==> src/rtl/ntt_bank_addr_gen.sv <==
// Radix-2 NTT address/bank generator: 4 butterflies (8 indices) per beat,
// split into bank (digit-sum mod 8) and in-bank address, with conflict flag.
// Ports: clk, rst_n (sync, active low), start, out_ready -> busy, out_valid,
//        stage, a0..a7 (banks), addr0..addr7 (idx>>3), conflict, last.
module ntt_bank_addr_gen #(
  parameter int LOGN      = 10,
  parameter int STAGE_GAP = 2
) (
  input  logic            clk,
  input  logic            rst_n,
  input  logic            start,
  input  logic            out_ready,
  output logic            busy,
  output logic            out_valid,
  output logic [LOGN-1:0] stage,
  output logic [2:0]      a0,
  output logic [2:0]      a1,
  output logic [2:0]      a2,
  output logic [2:0]      a3,
  output logic [2:0]      a4,
  output logic [2:0]      a5,
  output logic [2:0]      a6,
  output logic [2:0]      a7,
  output logic [LOGN-4:0] addr0,
  output logic [LOGN-4:0] addr1,
  output logic [LOGN-4:0] addr2,
  output logic [LOGN-4:0] addr3,
  output logic [LOGN-4:0] addr4,
  output logic [LOGN-4:0] addr5,
  output logic [LOGN-4:0] addr6,
  output logic [LOGN-4:0] addr7,
  output logic            conflict,
  output logic            last
);

  localparam int CW = LOGN - 3;
  localparam int BW = LOGN - 1;
  localparam int GW = (STAGE_GAP > 1) ? $clog2(STAGE_GAP) : 1;
  localparam int GL = (STAGE_GAP > 0) ? STAGE_GAP - 1 : 0;

  localparam logic [CW-1:0] C_LAST = {CW{1'b1}};
  localparam logic [4:0]    S_LAST = 5'(LOGN - 1);
  localparam logic [GW-1:0] G_LAST = GW'(GL);

  typedef logic [LOGN-1:0] idx_t;
  typedef enum logic [1:0] {IDLE, RUN, GAP, DONE} state_t;

  state_t state_q, state_d;
  logic [4:0]    s_q, s_d;
  logic [CW-1:0] c_q, c_d;
  logic [GW-1:0] g_q, g_d;

  logic            out_valid_q, out_valid_d;
  logic            busy_q, busy_d;
  logic [LOGN-1:0] stage_q, stage_d;
  logic [2:0]      a_q[8], a_d[8];
  logic [CW-1:0]   addr_q[8], addr_d[8];
  logic            conflict_q, conflict_d;
  logic            last_q, last_d;
  logic            accept;
  idx_t            idx[8];

  // Butterfly b of stage s pairs indices top and top + 2^s, where top
  // inserts a zero at bit s of b.
  function automatic idx_t idx_f(input logic [4:0] s,
                                 input logic [BW-1:0] b,
                                 input logic bot);
    idx_t bx, mask, low, high, top;
    bx   = idx_t'(b);
    mask = (idx_t'(1) << s) - idx_t'(1);
    low  = bx & mask;
    high = bx >> s;
    top  = (high << (s + 5'd1)) | low;
    return bot ? (top | (idx_t'(1) << s)) : top;
  endfunction

  // Octal digit sum mod 8; 18 bits covers the largest legal LOGN.
  function automatic logic [2:0] bank_f(input idx_t v);
    logic [17:0] w;
    logic [2:0]  acc;
    w   = 18'(v);
    acc = 3'd0;
    for (int i = 0; i < 6; i++) begin
      acc = acc + w[3*i +: 3];
    end
    return acc;
  endfunction

  always_comb begin
    state_d = state_q;
    s_d     = s_q;
    c_d     = c_q;
    g_d     = g_q;
    accept  = out_valid_q & out_ready;
    unique case (state_q)
      IDLE: begin
        if (start) begin
          state_d = RUN;
          s_d     = '0;
          c_d     = '0;
        end
      end
      RUN: begin
        if (accept) begin
          if (c_q == C_LAST) begin
            c_d = '0;
            if (s_q == S_LAST) begin
              state_d = DONE;
              s_d     = '0;
            end else begin
              s_d = s_q + 5'd1;
              g_d = '0;
              if (STAGE_GAP > 0) state_d = GAP;
              else               state_d = RUN;
            end
          end else begin
            c_d = c_q + CW'(1);
          end
        end
      end
      GAP: begin
        if (g_q == G_LAST) begin
          state_d = RUN;
          g_d     = '0;
        end else begin
          g_d = g_q + GW'(1);
        end
      end
      DONE: state_d = IDLE;
      default: state_d = IDLE;
    endcase
  end

  // Next beat is derived from the next counters, so a stall recomputes
  // the same beat and the registered outputs hold.
  always_comb begin
    out_valid_d = (state_d == RUN);
    busy_d      = (state_d == RUN) || (state_d == GAP);
    stage_d     = out_valid_d ? LOGN'(s_d) : '0;
    last_d      = out_valid_d && (s_d == S_LAST) && (c_d == C_LAST);
    for (int k = 0; k < 4; k++) begin
      idx[2*k]   = idx_f(s_d, {c_d, 2'(k)}, 1'b0);
      idx[2*k+1] = idx_f(s_d, {c_d, 2'(k)}, 1'b1);
    end
    for (int i = 0; i < 8; i++) begin
      a_d[i]    = out_valid_d ? bank_f(idx[i]) : 3'd0;
      addr_d[i] = out_valid_d ? idx[i][LOGN-1:3] : '0;
    end
    conflict_d = 1'b0;
    for (int i = 0; i < 8; i++) begin
      for (int j = i + 1; j < 8; j++) begin
        if (out_valid_d && (a_d[i] == a_d[j])) conflict_d = 1'b1;
      end
    end
  end

  always_ff @(posedge clk) begin
    if (!rst_n) begin
      state_q     <= IDLE;
      s_q         <= '0;
      c_q         <= '0;
      g_q         <= '0;
      out_valid_q <= 1'b0;
      busy_q      <= 1'b0;
      stage_q     <= '0;
      conflict_q  <= 1'b0;
      last_q      <= 1'b0;
      for (int i = 0; i < 8; i++) begin
        a_q[i]    <= 3'd0;
        addr_q[i] <= '0;
      end
    end else begin
      state_q     <= state_d;
      s_q         <= s_d;
      c_q         <= c_d;
      g_q         <= g_d;
      out_valid_q <= out_valid_d;
      busy_q      <= busy_d;
      stage_q     <= stage_d;
      conflict_q  <= conflict_d;
      last_q      <= last_d;
      for (int i = 0; i < 8; i++) begin
        a_q[i]    <= a_d[i];
        addr_q[i] <= addr_d[i];
      end
    end
  end

  assign busy      = busy_q;
  assign out_valid = out_valid_q;
  assign stage     = stage_q;
  assign conflict  = conflict_q;
  assign last      = last_q;
  assign a0 = a_q[0];
  assign a1 = a_q[1];
  assign a2 = a_q[2];
  assign a3 = a_q[3];
  assign a4 = a_q[4];
  assign a5 = a_q[5];
  assign a6 = a_q[6];
  assign a7 = a_q[7];
  assign addr0 = addr_q[0];
  assign addr1 = addr_q[1];
  assign addr2 = addr_q[2];
  assign addr3 = addr_q[3];
  assign addr4 = addr_q[4];
  assign addr5 = addr_q[5];
  assign addr6 = addr_q[6];
  assign addr7 = addr_q[7];

endmodule

==> config.mk <==
export PLATFORM = sky130hd
export DESIGN_NAME = ntt_bank_addr_gen
export DESIGN_NICKNAME = d
export VERILOG_FILES = /design/src/rtl/ntt_bank_addr_gen.sv
export SDC_FILE = /design/constraint.sdc
export NUM_CORES = 1
export LEC_CHECK = 0
export ABC_AREA = 1
export BUFFER_PORTS_ARGS = -buffer_cell sky130_fd_sc_hd__buf_4
export CAP_MARGIN = 20
export CORE_MARGIN = 10
export CORE_UTILIZATION = 42
export CTS_CLUSTER_DIAMETER = 100
export DETAILED_ROUTE_END_ITERATION = 8
export GPL_ROUTABILITY_DRIVEN = 0
export PLACE_DENSITY_LB_ADDON = 0.12
export SKIP_LAST_GASP = 1
export SLEW_MARGIN = 20
export SYNTH_ARGS = -nofsm -noshare
export SYNTH_HDL_FRONTEND = slang
export SYNTH_SLANG_ARGS = --single-unit
==> constraint.sdc <==
create_clock -name clk -period 6.2 [get_ports clk]
set_input_delay 0.31 -clock clk [delete_from_list [all_inputs] [get_ports clk]]
set_output_delay 0.31 -clock clk [all_outputs]
set_load 0.01 [all_outputs]
== Word-level counts from Yosys, hierarchy flattened ==
Memories as Yosys holds them, arrays and structs flattened.
Index checks and enable logic that the tools add are counted.

* Flip-flop bits (word level): 29
* Bits in latches: 0
* Memory bits (writable): 80
* Memory bits (read-only): 0
* Input port bits: 4
* Output and inout bits: 94
* Memories kept: 2

* Add/sub/neg operators: 29
* Multipliers: 0
* Divide/modulo/power cells: 0
* Magnitude comparators: 0
* Equal/unequal tests: 40
* Shifts and indexed selects: 9
* Mux-type cells: 82
* Bitwise operators: 29
* Reduce and logical (&&, ||, !) cells: 35

{| class="wikitable"
|+ Memories
! memory !! words !! bits a word !! read ports !! clocked after Yosys merged registers in !! wr ports !! line !! source
|-
| addr_q || 8 || 7 || 8 || 0 || 8 || 57 || <nowiki>logic [CW-1:0] addr_q[8], addr_d[8];</nowiki>
|-
| a_q || 8 || 3 || 8 || 0 || 8 || 56 || <nowiki>logic [2:0] a_q[8], a_d[8];</nowiki>
|}

{| class="wikitable"
|+ Operators by type and width
! cell !! number
|-
| 7-bit two-way mux || 19
|-
| 3-bit equality test || 28
|-
| 10-bit OR || 8
|-
| 3-bit adder || 16
|-
| 3-bit two-way mux || 16
|-
| 9-bit by 10-bit bitwise AND with 10-bit output || 4
|-
| 10-bit by 5-bit left shift with 10-bit output || 4
|-
| 9-bit by 5-bit >> shifter with 10-bit output || 4
|-
| 1-bit two-way mux || 35
|-
| 1-bit logical AND || 30
|-
| 3-bit by 1-bit adder with 3-bit output || 8
|-
| 5-bit two-way mux || 4
|-
| 1-bit OR || 16
|-
| 7-bit equality test, second input constant || 2
|-
| 7-bit one-hot mux with 2 select lines || 1
|-
| 5-bit by 1-bit adder with 5-bit output, second input constant || 2
|-
| 5-bit by 4-bit equality test with 1-bit output, second input constant || 2
|-
| 5-bit one-hot mux with 2 select lines || 1
|-
| 1-bit by 5-bit left shift with 10-bit output, first input constant || 1
|-
| 10-bit by 1-bit subtractor with 10-bit output, second input constant || 1
|-
| 2-bit two-way mux || 4
|-
| 2-bit one-hot mux with 4 select lines || 1
|-
| 7-bit by 1-bit adder with 7-bit output, second input constant || 1
|-
| 2-bit equality test, second input constant || 3
|-
| other kinds (10) || 13
|}

== Logic depth before layout (Yosys ltp) ==
Gate-level depths: netlist of the first run.

* Word-level depth: 44
* Mapped depth: 44
* Gate-level depth less buffers: 43

== Least setup slack after synthesis of the first run ==
OpenSTA, ideal clock, no wires.

* Path type: reg2reg
* Start: register c_q[0]
* End: register conflict_q, in the netlist conflict
* Arrival: 5296 ps
* Slack: 777 ps
* Cell stages (with the launch flop): 35
* Clock period less this slack: 5423 ps
* Cell sequence: dfxtp_1 -> ha_1 -> inv_1 -> nor2_4 -> nand3_2 -> nand3_2 -> nand2_2 -> buf_6 -> buf_4 -> ha_1 -> ha_1 -> clkbuf_1 -> nor2_1 -> inv_1 -> nand2_1 -> nand2_1 -> inv_1 -> nor2_1 -> inv_1 -> fa_1 -> ha_1 -> inv_1 -> fa_1 -> inv_1 -> nand2_1 -> nor2_1 -> nor3_1 -> nand3_1 -> nand2_1 -> nand2_1 -> nand2_1 -> nor2_1 -> nand3_1 -> nor2_1 -> nor2_1

{| class="wikitable"
|+ RTL lines
! item !! line !! source
|-
| start, declared || 50 || <nowiki>logic [CW-1:0] c_q, c_d;</nowiki>
|-
| start signal, assigned || 161 || <nowiki>c_q <= '0;</nowiki>
|-
| start signal, assigned || 175 || <nowiki>c_q <= c_d;</nowiki>
|-
| end signal, assigned || 180 || <nowiki>conflict_q <= conflict_d;</nowiki>
|-
| end, declared || 58 || <nowiki>logic conflict_q, conflict_d;</nowiki>
|}

==> results.sh, run 1 <==
export IMPL_rr_startpoint="c_q[1]$_SDFF_PN0_"
export IMPL_hp_class="reg -> reg"
export IMPL_grt_pass1_vias=6972
export IMPL_hold_viol=0
export IMPL_met2_usage_pct=27.17
export IMPL_utilization_pct=50.74
export IMPL_dr_first_iter_drc_count=826
export IMPL_place_ws_ns=0.1321
export IMPL_design_core_area_mm2=0.01742
export IMPL_setup_worst_path_start_class="flip-flop"
export IMPL_swShare_pct=32.92
export IMPL_diodes=0
export IMPL_clock_sinks=104
export IMPL_antenna_left=0
export IMPL_hold_start="g_q$_SDFFE_PN0P_"
export IMPL_async_reset_ff_share_pct=0
export IMPL_tightest_slew_ns=0.8936
export IMPL_tns_ns=0
export IMPL_met1_usage_pct=29.34
export IMPL_arrival_ns=5.94
export IMPL_synth_seq_area_share_pct=27.77
export IMPL_finalClockSkew_ns=0.005003
export IMPL_seqPwrFrac_pct=38.5
export IMPL_drt_pass1_iterations=6
export IMPL_whs_path_depth=2
export IMPL_cp_common_cell="nand2_1"
export IMPL_crit_required_ns=6.43
export IMPL_power_share_combinational_pct=26.9
export IMPL_synthTopCellsByCount="nand2_1, nor2_1, inv_1"
export IMPL_synth_cell_type_count=48
export IMPL_synth_ff_type="dfxtp_1"
export IMPL_clk_latency_ns=0.36
export IMPL_nFillCells=1783
export IMPL_worstReg2RegEnd="conflict$_SDFF_PN0_"
export IMPL_p_int_w=0.001207
export IMPL_area_growth_pct=17.87
export IMPL_port_buffers=92
export IMPL_routed_wl_mm=24.35
export IMPL_clock_path_buffers=2
export IMPL_synth_cells=1137
export IMPL_wire_per_inst_um=16.71
export IMPL_grt_busiest_layer="met1"
export IMPL_cts_htree_levels=3
export IMPL_synth_cell_area_mm2=0.007497
export IMPL_status="completed"
export IMPL_die_w_um=153.6
export IMPL_place_hpwl_mm=19.10
export IMPL_power_density_mw_per_mm2=203.7
export IMPL_max_slew_margin_rel_pct=40.06
export IMPL_yosysMostFrequentCell="nand2_1"
export IMPL_overflow=0
export IMPL_route_vias_total=7731
export IMPL_grt_use_total_pct=19.90
export IMPL_cts_tree="yes"
export IMPL_fin_crit_sh_pct=92.11
export IMPL_slew_viol_final=0
export IMPL_fp_dieH_um=153.6
export IMPL_whs_ns=0.4846
export IMPL_nets=1276
export IMPL_clk_pin_slew_ns=0.07
export IMPL_max_cap_violations=0
export IMPL_crit_fanout=15
export IMPL_synth_edf_count=0
export IMPL_yosys_area_top_type_share_pct=27.77
export IMPL_finalCriticalPeriod_ns=5.711
export IMPL_drc=0
export IMPL_switchingPower_w=0.0005926
export IMPL_grt_util_met3_pct=5.858
export IMPL_setup_ws_ns=0.4890
export IMPL_initial_core_util_pct=43.05
export IMPL_yosysWarnings=0
export IMPL_io_pins=98
export IMPL_rrSetupSlack_ns=0.49
export IMPL_end_kind="flip-flop"
export IMPL_synth_largest_area_cell="dfxtp_1"
export IMPL_numCtsBuffers=9
export IMPL_ir_worst_vdd_mv=0.1238
export IMPL_clock_power_share_pct=34.6
export IMPL_num_rows=48
export IMPL_slowest_delay_ns=0.52
export IMPL_r2r_worst_path_cells=35
export IMPL_grt_pass1_wl_mm=37.95
export IMPL_path_class="reg -> reg"
export IMPL_grt_max_degree=47
export IMPL_finalSetupViolations=0
export IMPL_p_leak_nw=4.654
export IMPL_viasPerCell=5.306
export IMPL_cts_root_buf="clkbuf_16"
export IMPL_fmax_mhz=175.1
export IMPL_min_to="g_q$_SDFFE_PN0P_"
export IMPL_ctsHoldBuffers=0
export IMPL_crit_slowest_cell="fa_1"
export IMPL_syn_area_per_cell_um2=6.594
export IMPL_drive_above_1_share_pct=19.32
export IMPL_yosys_top_cells_area="dfxtp_1, nand2_1, nor2_1"
export IMPL_die_area_mm2=0.02359
export IMPL_antenna_found_initial=0
export IMPL_ys_ff_latch=104
## repair_timing
item	in CTS	in global routing
setup endpoints to repair	0	1
buffers inserted	0	4
resized for setup	0	19
## sequential cells by signal, indices dropped and copies added, names as in the netlist
signal,cells
out_valid,1
addr_q,56
conflict,1
g_q,1
last,1
c_q,7
state_q,2
a_q,24
s_q,5
busy,1
stage,5
## worst max-delay path by stage
stage / startpoint / to / slack (ns) / depth (start not counted)
after floorplan: c_q[0]$_SDFF_PN0_ / conflict$_SDFF_PN0_ / 0.78 / 34
after global placement: c_q[0]$_SDFF_PN0_ / conflict$_SDFF_PN0_ / 0.11 / 28
after detailed placement: c_q[0]$_SDFF_PN0_ / conflict$_SDFF_PN0_ / 0.13 / 33
after CTS: c_q[1]$_SDFF_PN0_ / conflict$_SDFF_PN0_ / 0.13 / 28
after global routing: c_q[1]$_SDFF_PN0_ / conflict$_SDFF_PN0_ / -0.01 / 35
final: c_q[1]$_SDFF_PN0_ / conflict$_SDFF_PN0_ / 0.49 / 35
## metal layers
metal	share of wire, %	wire length, um	up-vias
met3	10	2486	36
met5	0.086	21	-
li1	-	-	3783
met4	1.8	434	2
met1	48	11790	3538
met2	39	9618	372
## power groups by stage
stage	registers, W	logic (W)	clock network (W)
final	0.000694	0.000484	0.000622
after global routing	0.000695	0.000526	0.000659
after CTS	0.000694	0.000459	0.000636
after detailed placement	0.000709	0.000457	0
after global placement	0.000709	0.000463	0
after floorplan	0.000717	0.000307	0
## logic make-up after synthesis
family | count (synthesis) | share of synthesized area (%)
simple gates | 691 | 43.51
xor+xnor | 4 | 0.7177
buf+inv | 202 | 11.01
other cells | 2 | 0.1002
fa+ha+maj | 43 | 9.579
compound gates | 91 | 7.310
flops | 104 | 27.77
## cells in the final DEF (no fill, tap or decap), types with 2 or more instances in the layout
| cell | instances |
|---|---|
| nand3_1 | 116 |
| nand3_2 | 17 |
| o211ai_1 | 6 |
| nor2_1 | 170 |
| o21ai_0 | 16 |
| inv_6 | 2 |
| clkinvlp_4 | 2 |
| nand3_4 | 3 |
| nor3_2 | 8 |
| nand2_4 | 11 |
| nor2_2 | 6 |
| conb_1 | 7 |
| nand2_2 | 22 |
| or2_2 | 4 |
| nor2_4 | 6 |
| nor3_4 | 2 |
| inv_1 | 142 |
| fa_1 | 24 |
| nand3b_1 | 4 |
| and2_1 | 6 |
| dfxtp_1 | 104 |
| buf_4 | 113 |
| nand4_1 | 19 |
| clkbuf_16 | 9 |
| o22ai_1 | 40 |
| o21ai_1 | 4 |
| clkinv_1 | 2 |
| nor3_1 | 15 |
| xor2_1 | 2 |
| o21bai_1 | 2 |
| nand2_1 | 277 |
| a21oi_1 | 17 |
| ha_1 | 17 |
| bufinv_16 | 2 |
| inv_2 | 17 |
## area by class of cell
| class | instances | area [um2] | area share (%) |
|---|---|---|---|
| multi-input cells | 836 | 4674 | 52.90 |
| flip-flops and latches | 104 | 2082 | 23.56 |
| repair buffers | 113 | 848.3 | 9.599 |
| inverters | 165 | 634.4 | 7.178 |
| well taps | 225 | 281.5 | 3.186 |
| clock buffers | 10 | 239.0 | 2.704 |
| clock inverters | 4 | 77.57 | 0.8778 |
## critical path, delay by kind of cell, from the launching register on
kind / cells / cell delay, ns
AOI/OAI and AO/OA: 2 / 0.38
buffers and inverters: 8 / 0.92
DFF: 1 / 0.38
adders and majority gates: 5 / 1.66
and+or+nand+nor: 20 / 2.23
## metrics by stage
stage	power, W	instance area, um2	std cells
2_1_floorplan	0.001025	7516	1142
3_3_place_gp	0.001172	8417	1439
3_5_place_dp	0.001166	8417	1439
4_1_cts	0.001789	8733	1453
5_1_grt	0.001880	8837	1457
6_report	0.001800	8837	1457
Note: power is estimated with default switching activity, not from simulation.
==> inputs of run 2 (changes only) <==
--- a/config.mk
+++ b/config.mk
@@ -14,6 +14,7 @@
 export DETAILED_ROUTE_END_ITERATION = 8
 export GPL_ROUTABILITY_DRIVEN = 0
 export PLACE_DENSITY_LB_ADDON = 0.12
+export REMOVE_ABC_BUFFERS = 1
 export SKIP_LAST_GASP = 1
 export SLEW_MARGIN = 20
 export SYNTH_ARGS = -nofsm -noshare
==> run 2 against run 1 <==
Compared with the run above:
- wire length is 2.8% lower
- critical path depth fell by 2
- final area is 1.1% lower
- worst hold slack is essentially flat
- clock power is 6.8% lower
- core utilization down 0.57 points
- via count shrank 1.9%
- power fell by 3.6%
- flip-flop and latch count stayed put
- sequential power barely moved
- combinational power is 4.5% lower
- non-clock buffer count fell by 6
- largest cell class unchanged
==> results.sh, run 2 (synthesis gave the netlist of run 1 again) <==
export IMPL_status="completed"
export IMPL_fin_crit_sh_pct=92.41
export IMPL_ctsHoldBuffers=0
export IMPL_rsz0062_at_grt="no"
export IMPL_hp_class="reg -> reg"
export IMPL_top_register="addr_q"
export IMPL_r2r_worst_path_cells=33
export IMPL_cts_htree_levels=3
export IMPL_cts_root_buf="clkbuf_16"
export IMPL_port_buffers=92
export IMPL_drt_pass1_iterations=6
export IMPL_crit_required_ns=6.44
export IMPL_mostFrequentLayoutCell="nand2_1"
export IMPL_whs_path_depth=2
export IMPL_regArea_mm2=0.002082
export IMPL_grt_pass1_wl_mm=38.75
export IMPL_crit_slowest_cell="fa_1"
export IMPL_place_hpwl_mm=18.55
export IMPL_largest_reg_flops=56
export IMPL_slew_viol_final=0
export IMPL_worstReg2RegEnd="conflict$_SDFF_PN0_"
export IMPL_reg_top3="addr_q x56, a_q x24, c_q x7"
export IMPL_multi_input_comb_area_mm2=0.004638
export IMPL_hold_start="g_q$_SDFFE_PN0P_"
export IMPL_diodes=0
export IMPL_path_class="reg -> reg"
export IMPL_area_growth_pct=16.54
export IMPL_end_kind="flip-flop"
export IMPL_wire_per_inst_um=16.29
export IMPL_io_pins=98
export IMPL_fp_dieH_um=153.6
export IMPL_initial_core_util_pct=43.05
export IMPL_clk_latency_ns=0.37
export IMPL_dp_cells=1435
export IMPL_antenna_found_initial=0
export IMPL_dr_first_iter_drc_count=792
export IMPL_rr_startpoint="c_q[0]$_SDFF_PN0_"
export IMPL_whs_ns=0.4851
export IMPL_max_cap_violations=0
export IMPL_numCtsBuffers=9
export IMPL_power_density_mw_per_mm2=198.6
export IMPL_route_vias_total=7581
export IMPL_finalClockSkew_ns=0.01992
export IMPL_die_w_um=153.6
export IMPL_final_cell_mix="nand2_1, nor2_1, inv_1"
export IMPL_nFillCells=1804
export IMPL_grt_max_degree=48
export IMPL_drc=0
export IMPL_design_power_total_w=0.001735
export IMPL_num_rows=48
export IMPL_tns_ns=0
export IMPL_crit_fanout=20
export IMPL_drive_above_1_share_pct=18.57
export IMPL_finalCriticalPeriod_ns=5.730
export IMPL_routed_wl_mm=23.66
export IMPL_design_core_area_mm2=0.01742
export IMPL_clk_pin_slew_ns=0.09
export IMPL_arrival_ns=5.97
export IMPL_rrSetupSlack_ns=0.47
export IMPL_hold_viol=0
export IMPL_p_leak_nw=4.601
export IMPL_fmax_mhz=174.5
export IMPL_clock_sinks=104
export IMPL_post_dp_cell_area_mm2=0.008387
export IMPL_tightest_slew_ns=0.9242
export IMPL_cts_tree="yes"
export IMPL_die_area_mm2=0.02359
export IMPL_viasPerCell=5.217
export IMPL_clock_path_buffers=2
export IMPL_slowest_delay_ns=0.47
export IMPL_setup_worst_path_start_class="flip-flop"
export IMPL_grt_pass1_vias=7168
export IMPL_ir_worst_vdd_mv=0.1271
export IMPL_antenna_left=0
export IMPL_max_slew_margin_rel_pct=38.01
export IMPL_grt_use_total_pct=19.83
export IMPL_nets=1270
export IMPL_fin_cells=1453
export IMPL_final_area_mm2=0.008737
export IMPL_cp_common_cell="inv_1"
export IMPL_min_to="g_q$_SDFFE_PN0P_"
export IMPL_finalSetupViolations=0
export IMPL_overflow=0
## run 2: final cells by class
| class | instances | share of cell area (%) |
|---|---|---|
| Clock buffer | 10 | 2.735 |
| Clock inverter | 6 | 0.7160 |
| Inverter | 165 | 7.218 |
| Multi-Input combinational cell | 836 | 53.09 |
| Sequential cell | 104 | 23.83 |
| Tap cell | 225 | 3.222 |
| Timing Repair Buffer | 107 | 9.194 |
## run 2: worst max-delay path by stage
stage,startpoint,end,cells past startpoint
after global placement,c_q[0]$_SDFF_PN0_,conflict$_SDFF_PN0_,33
after global routing,out_valid$_SDFF_PN0_,conflict$_SDFF_PN0_,32
final,c_q[0]$_SDFF_PN0_,conflict$_SDFF_PN0_,33
after floorplan,c_q[0]$_SDFF_PN0_,conflict$_SDFF_PN0_,33
after CTS,c_q[0]$_SDFF_PN0_,conflict$_SDFF_PN0_,33
after detailed placement,c_q[0]$_SDFF_PN0_,conflict$_SDFF_PN0_,33
## run 2: repair_timing
item | CTS | global route
gates resized for setup | 0 | 14
endpoints found under the setup margin | 0 | 1
buffers inserted | 0 | 2
## run 2: worst max-delay path: cells and delay by family (launching register included)
family	cells	cell delay (ns)
buffers and inverters	7	0.80
adder cells (fa/ha/maj)	5	1.33
AND/OR/NAND/NOR	18	2.43
AO/OA/AOI/OAI	3	0.66
flip-flops	1	0.38
## run 2: per-layer routing
| layer | wire length (um) | global-route usage [%] |
|---|---|---|
| met1 | 11590 | 29.17 |
| met5 | 0 | 0 |
| met2 | 9496 | 28.09 |
| met4 | 372 | 4.993 |
| met3 | 2209 | 4.770 |
## run 2: where the power goes
group	internal, W	leakage, nW	switching, W
sequential	0.000687	0.844	0.00000669
combinational	0.000153	3.61	0.000309
clock	0.000294	0.148	0.000286
## run 2: per-stage QoR
stage                     util, %  worst slack, ns
final                       50.17           0.4703
after global routing        50.17         0.002295
after CTS                   49.89           0.2621
after detailed placement    48.15           0.2574
after global placement      48.15           0.2058
after floorplan                 -           0.7744
